`config.mk`:
```
export PLATFORM = sky130hd
export DESIGN_NAME = downlink_receiver
export DESIGN_NICKNAME = d
export VERILOG_FILES = /design/src/rtl/downlink_receiver.sv
export SDC_FILE = /design/constraint.sdc
export NUM_CORES = 1
export LEC_CHECK = 0
export CAP_MARGIN = 15
export CORE_MARGIN = 4
export CORE_UTILIZATION = 52
export CTS_CLUSTER_DIAMETER = 100
export DETAILED_ROUTE_END_ITERATION = 7
export GPL_TIMING_DRIVEN = 0
export PLACE_DENSITY_LB_ADDON = 0.3
export REMOVE_ABC_BUFFERS = 1
export SLEW_MARGIN = 20
export SYNTH_ARGS = -nofsm -noshare
export SYNTH_HDL_FRONTEND = slang
export SYNTH_SLANG_ARGS = --single-unit
```
`constraint.sdc`:
```
create_clock -name CLOCK -period 4.6 [get_ports CLOCK]
set_input_delay 0.46 -clock CLOCK [delete_from_list [all_inputs] [get_ports CLOCK]]
set_output_delay 0.46 -clock CLOCK [all_outputs]
set_load 0.02 [all_outputs]
```
`src/rtl/downlink_receiver.sv`:
```
// downlink_receiver: reassembles 40-bit AGC downlink frames into CH34/CH35 words plus sync check.
// Optional frame counters (GOOD_CNT, ERR_CNT) are enabled by defining DLRX_FRMCNT_EN.
module downlink_receiver #(
  parameter int WORD_BITS = 16,
  parameter int SYNC_BITS = 8,
  parameter logic [SYNC_BITS-1:0] SYNC_PAT = 8'hA5,
  parameter int TIMEOUT_CYC = 4096
) (
  input  logic                 CLOCK,
  input  logic                 SIM_RST_n,
  input  logic                 DKSTRT,
  input  logic                 DKBSNC,
  input  logic                 DKDATA_n,
  input  logic                 DKEND,
  output logic [WORD_BITS-1:0] CH34_OUT,
  output logic [WORD_BITS-1:0] CH35_OUT,
  output logic                 WORD_ORDER,
  output logic                 WORD_VALID,
  output logic                 FRAME_ERR,
  output logic                 BUSY
`ifdef DLRX_FRMCNT_EN
  ,
  output logic [7:0]           GOOD_CNT,
  output logic [7:0]           ERR_CNT
`endif
);
  localparam int N = 2*WORD_BITS + SYNC_BITS;
  localparam int CW = $clog2(N + 1);
  localparam int TW = $clog2(TIMEOUT_CYC + 1);
  localparam logic [CW-1:0] NC = CW'(N);
  localparam logic [TW-1:0] TL = TW'(TIMEOUT_CYC - 1);
  typedef enum logic [1:0] {IDLE, SHIFT, CHECK} state_t;
  state_t state;
  logic [2:0] st_s, bs_s, en_s;
  logic [1:0] dat_s;
  logic ev_st, ev_bs, ev_en, bit_in;
  logic [N-1:0] sr;
  logic [CW-1:0] cnt;
  logic [TW-1:0] tcnt;
  assign BUSY = (state != IDLE);
  // two sync flops, a history flop for edge detection, then a registered event
  always_ff @(posedge CLOCK or negedge SIM_RST_n) begin
    if (!SIM_RST_n) begin
      st_s   <= '0;
      bs_s   <= '0;
      en_s   <= '0;
      dat_s  <= '1;
      ev_st  <= 1'b0;
      ev_bs  <= 1'b0;
      ev_en  <= 1'b0;
      bit_in <= 1'b0;
    end else begin
      st_s   <= {st_s[1:0], DKSTRT};
      bs_s   <= {bs_s[1:0], DKBSNC};
      en_s   <= {en_s[1:0], DKEND};
      dat_s  <= {dat_s[0], DKDATA_n};
      ev_st  <= st_s[1] & ~st_s[2];
      ev_bs  <= bs_s[1] & ~bs_s[2];
      ev_en  <= en_s[1] & ~en_s[2];
      bit_in <= ~dat_s[1];
    end
  end
  always_ff @(posedge CLOCK or negedge SIM_RST_n) begin
    if (!SIM_RST_n) begin
      state      <= IDLE;
      sr         <= '0;
      cnt        <= '0;
      tcnt       <= '0;
      CH34_OUT   <= '0;
      CH35_OUT   <= '0;
      WORD_ORDER <= 1'b0;
      WORD_VALID <= 1'b0;
      FRAME_ERR  <= 1'b0;
    end else begin
      WORD_VALID <= 1'b0;
      FRAME_ERR  <= 1'b0;
      case (state)
        IDLE: if (ev_st) begin
          sr    <= '0;
          cnt   <= '0;
          tcnt  <= '0;
          state <= SHIFT;
        end
        SHIFT: begin
          if (ev_st) begin
            sr        <= '0;
            cnt       <= '0;
            tcnt      <= '0;
            FRAME_ERR <= 1'b1;
          end else if (ev_en) begin
            state <= CHECK;
          end else if (ev_bs) begin
            if (cnt == NC) begin
              FRAME_ERR <= 1'b1;
              state     <= IDLE;
            end else begin
              sr   <= {sr[N-2:0], bit_in};
              cnt  <= cnt + 1'b1;
              tcnt <= '0;
            end
          end else if (tcnt == TL) begin
            FRAME_ERR <= 1'b1;
            state     <= IDLE;
          end else begin
            tcnt <= tcnt + 1'b1;
          end
        end
        default: begin
          if (cnt == NC && sr[SYNC_BITS-1:0] == SYNC_PAT) begin
            CH34_OUT   <= sr[N-1 -: WORD_BITS];
            CH35_OUT   <= sr[SYNC_BITS +: WORD_BITS];
            WORD_ORDER <= sr[N-1];
            WORD_VALID <= 1'b1;
          end else begin
            FRAME_ERR <= 1'b1;
          end
          state <= IDLE;
        end
      endcase
    end
  end
`ifdef DLRX_FRMCNT_EN
  always_ff @(posedge CLOCK or negedge SIM_RST_n) begin
    if (!SIM_RST_n) begin
      GOOD_CNT <= '0;
      ERR_CNT  <= '0;
    end else begin
      GOOD_CNT <= GOOD_CNT + {7'd0, WORD_VALID};
      ERR_CNT  <= ERR_CNT + {7'd0, FRAME_ERR};
    end
  end
`endif
endmodule

```
# After elaboration in Yosys (flattened, before gate mapping)
# Cells that the tools add are included.
[word_totals] input_bits=6 ff_bits=111
[op_classes] n_mux=35 n_eq_ne=13 add_sub_neg=2 n_bitwise=8 reduce_logical=9
[op_table] cell="two-way mux 40 bit" count=5
[op_table] cell="case mux 40 bit (2 select lines)" count=1
[op_table] cell="two-way mux 13 bit" count=6
[op_table] cell="two-way mux 6 bit" count=5
[op_table] cell="case mux 13 bit (2 select lines)" count=1
[op_table] cell="!= test 4 bit (second input constant)" count=4
[op_table] cell="adder 13 x 1 -> 13 bit (second input constant)" count=1
[op_table] cell="== test 13 x 12 -> 1 bit (second input constant)" count=1
[op_table] cell="two-way mux 2 bit" count=6
[op_table] cell="case mux 6 bit (2 select lines)" count=1
[op_table] cell="AND reduction 5 bit" count=2
[op_table] cell="!= test 3 bit (second input constant)" count=3
[op_table] cell="== test 8 bit (second input constant)" count=1
[op_table] cell="two-way mux 1 bit" count=8
[op_table] cell="adder 6 x 1 -> 6 bit (second input constant)" count=1
[op_table] cell="== test 6 bit (second input constant)" count=1
[op_table] cell="inverter 1 bit" count=5
[op_table] cell="!= test 2 bit (second input constant)" count=2
[op_table] cell="case mux 2 bit (2 select lines)" count=1
[op_table] cell="AND reduction 4 bit" count=1
[op_table] cell="nonzero test 2 bit" count=2
[op_table] cell="AND 1 bit" count=3
[op_table] cell="== test 2 x 1 -> 1 bit (second input constant)" count=1
[op_table] cell="logical NOT 2 bit" count=1
[op_table] cell="other kinds (4)" count=4

# Longest topological paths before layout
[logic_depth] word_depth=6 mapped_depth=9 mapped_depth_nobuf=6

# Worst setup path after synthesis
# No wires, ideal clock.
[synth_path] path_type="reg-to-reg" start="register cnt[0]" end="register CH34_OUT[0]" arrival_ns=1.972 path_stages_with_launch=8 n_path_buf=2 required_ns=4.475 path_slack_ns=2.503 setup_ns=0.125 path_cell_list="dfrtp_1 inv_1 ha_1 or4b_1 buf_2 nor3_4 buf_6 mux2_2"
[synth_between] elab_chain_len=3
[synth_rtl] element="start: declaration" line="38" source="logic [CW-1:0] cnt;"
[synth_rtl] element="start signal: assignment" line="98" source="cnt <= cnt + 1'b1;"
[synth_rtl] element="== test 6 bit" line="109" source="if (cnt == NC && sr[SYNC_BITS-1:0] == SYNC_PAT) begin"
[synth_rtl] element="logical AND 1 bit" line="109"
[synth_rtl] element="AND reduction 2 bit (no source line)"
[synth_rtl] element="end signal: assignment" line="110" source="CH34_OUT <= sr[N-1 -: WORD_BITS];"
[synth_rtl] element="end: declaration" line="15" source="output logic [WORD_BITS-1:0] CH34_OUT,"
# Every way passes these cells.
# A chain may end at the register's enable or synchronous reset.

# Final worst setup path
[layout_path] start="register cnt[0]" end="register tcnt[10]"
[layout_between] elab_chain_len=3
[layout_rtl] element="== test 6 bit" line="93" source="if (cnt == NC) begin"
[layout_rtl] element="!= test 4 bit (no source line)"
[layout_rtl] element="AND reduction 5 bit (no source line)"
[layout_rtl] element="end signal: assignment" line="105" source="tcnt <= tcnt + 1'b1;"
[layout_rtl] element="end: declaration" line="39" source="logic [TW-1:0] tcnt;"
# Every way passes these cells.

==> run metrics <==
routed wl met2=between 3000 and 4000 um; kind of launch point of the worst setup path=flop; final worst clock skew=9.41 ps; Avg Inst Size Synth=13.4 sq um; instance area at placement=~4900 sq um; vertical die dimension=roughly 99 um; highest net fanout along the worst path=14; Clk Latency, worst-skew pair=roughly 370 ps; clock-pin slew on the worst setup and hold paths=110 ps; Worst Hold Margin=approximately 360 ps; number of iterations in the first detailed-routing pass=4; antenna violations before repair=0; drt via density=5.74; Power Dens Cells=around 330 nW/um^2; violation count after the first detailed-route iteration=211; WHS Path Cells=0; number of enable-type register cells in the synthesized netlist=0; number of buffers added for setup after CTS=0; Max-Slew Margin vs Limit=37.0%; total number of yosys warnings=0; die width=99.5 um; worst slew pin tran=944 ps; unique cell type count in the Yosys netlist=44; leakage power summed over all cells=between 2 and 2.5 nW; RSZ-0062 raised after global routing=no; layout filler cell count=638; Worst Setup End Kind=flop; CTS buffer count=9; Nets=371; setup violators final=0; pin count of the biggest net entering global routing=70; antenna-violating nets left=0; GRT Resource Usage Total=16.0%; vias after detailed routing=2710; Non-Filler Cell Area, Final=5070 sq um; wirelength, routed=7340 um; placeable core area=slightly above 8000 sq um; met3 routed WL=261 um; final-report max-slew violation count=0; aggregate negative setup slack=0 ps; Maximum Capacitance Violations=0; post-synthesis register bit count=110; Arr. time, crit path=2790 ps; startpoint-to-endpoint class of the critical path=flop to flop; data required time of the critical path=about 4900 ps; gr ovfl total=0; remaining routing DRC violations=0; area overhead of the layout relative to synthesis=16.7%; post-route minimum period=between 2000 and 3000 ps; half-perimeter wire length after placement=4790 um; depth of the worst register-to-register path=6; clock tree from TritonCTS=yes; outcome=finished, final reports clean; placer congestion estimate=0.819; number of global-route vias before repair=2717; number of top-level design ports=between 40 and 50; part of the cycle the worst path needs=55.3%; Final Hold Vio Count=0; detail-routed net length per standard cell=15.6 um; ANT cells=0; maximum vdd drop=about 0.0002 V; sequential fraction of the synthesis area=approximately 63%; fraction of final layout cells sized beyond drive strength 1=16.9%; overall die area=9890 sq um; cell at the root of the clock tree=clkbuf_8; buffers added on ports=41; main flop type after synthesis=dfrtp_1; count of mapped cells out of synthesis=about 320; clk sinks=110; top metal layer carrying routed signals=met4; Synth async-reset ratio=100%; type of the tightest min-delay check=flop to flop; CTS max path bufs=2; met1 layer wirelength in the final routing=about 3500 um; starting density of the core=53.2%; maximum level of the CTS H-tree=3; wire length of the first global-routing pass=approximately 13000 um; maximum clock frequency=0.393 GHz; combined area of all synthesized cells=4350 sq um; row count=33
[cell usage after synthesis, drive strengths merged (3+ instances only)]
cell / count / area share, %
nor2b: 5 / 0.72
nand2: 15 / 1.3
ha: 3 / 0.86
nand3: 14 / 1.6
a22o: 41 / 8.3
mux2: 32 / 8.3
nor3: 3 / 0.60
buf: 15 / 2.5
inv: 9 / 0.78
dfrtp: 108 / 62
clkbuf: 4 / 0.35
and4: 3 / 0.60
nor2: 13 / 1.3
nand4: 5 / 0.72
o311ai: 5 / 1.2
o31ai: 3 / 0.52
o21ai: 14 / 1.6
a21oi: 3 / 0.35
[registers in the layout, summed over array words and instances (netlist names)]
register and flops:
bs_s 3, CH34_OUT 16, FRAME_ERR 1, en_s 3, WORD_VALID 1, cnt 6, ev_bs 1, CH35_OUT 16
tcnt 13, state 2, dat_s 2, sr 40, ev_st 1, ev_en 1, bit_in 1, st_s 3
[timing repair]
item,4_1_cts,5_1_grt
hold buffers,1,0
endpoints found under the hold margin,34,0
resized for setup,0,0
[area by class of cell]
type                       instances  area, sq um  share of cell area (%)
clock buffer                       9          124                    2.44
clock inverter                     7         75.1                    1.48
inverter                           9         33.8                   0.666
multi-input combinational        186         1450                    28.6
sequential                       110         2760                    54.3
tap                              105          131                    2.59
timing repair buffer              46          507                    9.99
[layout by cell type, fill, tap and decap left out, drive strengths merged, types with 2 or more instances in the layout]
master	n
a21oi	3
buf	5
a21o	2
nor3	3
nor2	13
or4	2
o41ai	2
a41oi	2
and4	3
nor2b	5
nand4	5
clkinv	3
nand2	15
nand3b	2
and3b	2
mux2	32
clkbuf	9
a211oi	2
clkdlybuf4s50	40
o31ai	3
nand3	14
o311ai	5
a22o	41
o211ai	2
o21ai	14
ha	3
inv	13
dfrtp	108
dfstp	2
[critical path: stages, from the launching register on]
cell and delay, ps:
dfrtp_1 430, inv_1 70, ha_1 140, or4b_1 620, o311ai_2 840, o21ai_0 220, o41ai_1 100
[through the flow]
stage / utilization, % / setup slack [ps] / total power, W / instances
finish: 62.1 / 2060 / 0.00168 / 472
global route: 62.1 / 1870 / 0.00175 / 472
CTS: 62.1 / 2050 / 0.00170 / 472
detailed placement: 59.5 / 2110 / 0.00114 / 455
global placement: 58.3 / -978 / 0.00112 / 451
floorplan: - / 1830 / 0.00108 / 305
[metal layers]
layer | track usage, % | up-vias
li1 | - | 1280
met2 | 24.1 | 51
met1 | 22.9 | 1372
met3 | 2.52 | 7
met4 | 7.56 | 0
met5 | 0 | -
[kinds of logic (layout without fill, tap and decap cells)]
family                   count (synthesis)  count (layout)  share of synthesized area, %
AO/OA/AOI/OAI                           80              80                          14.6
adder cells (fa/ha/maj)                  3               3                         0.863
buffers and inverters                   28              71                          3.62
flip-flops                             110             110                          63.3
multiplexers                            33              33                          8.52
AND/OR/NAND/NOR                         70              70                          9.00
[power breakdown]
group / total (W) / switching [W] / internal [W]
sequential: 0.00100 / 0.0000186 / 0.000986
clock: 0.000559 / 0.000344 / 0.000215
combinational: 0.000113 / 0.0000750 / 0.0000383
[worst paths after layout]
kind	slack (ps)	endpoint	from
max	2060	tcnt[10]$_DFFE_PN0P_	cnt[0]$_DFFE_PN0P_
max in group asynchronous	3350	dat_s[1]$_DFF_PN1_	SIM_RST_n
min	360	st_s[1]$_DFF_PN0_	st_s[0]$_DFF_PN0_
min reg2reg	360	st_s[1]$_DFF_PN0_	st_s[0]$_DFF_PN0_
min in group asynchronous	550	CH34_OUT[11]$_DFFE_PN0P_	SIM_RST_n
max reg2reg	2060	tcnt[10]$_DFFE_PN0P_	cnt[0]$_DFFE_PN0P_
Power figures use the tool's default switching activity.
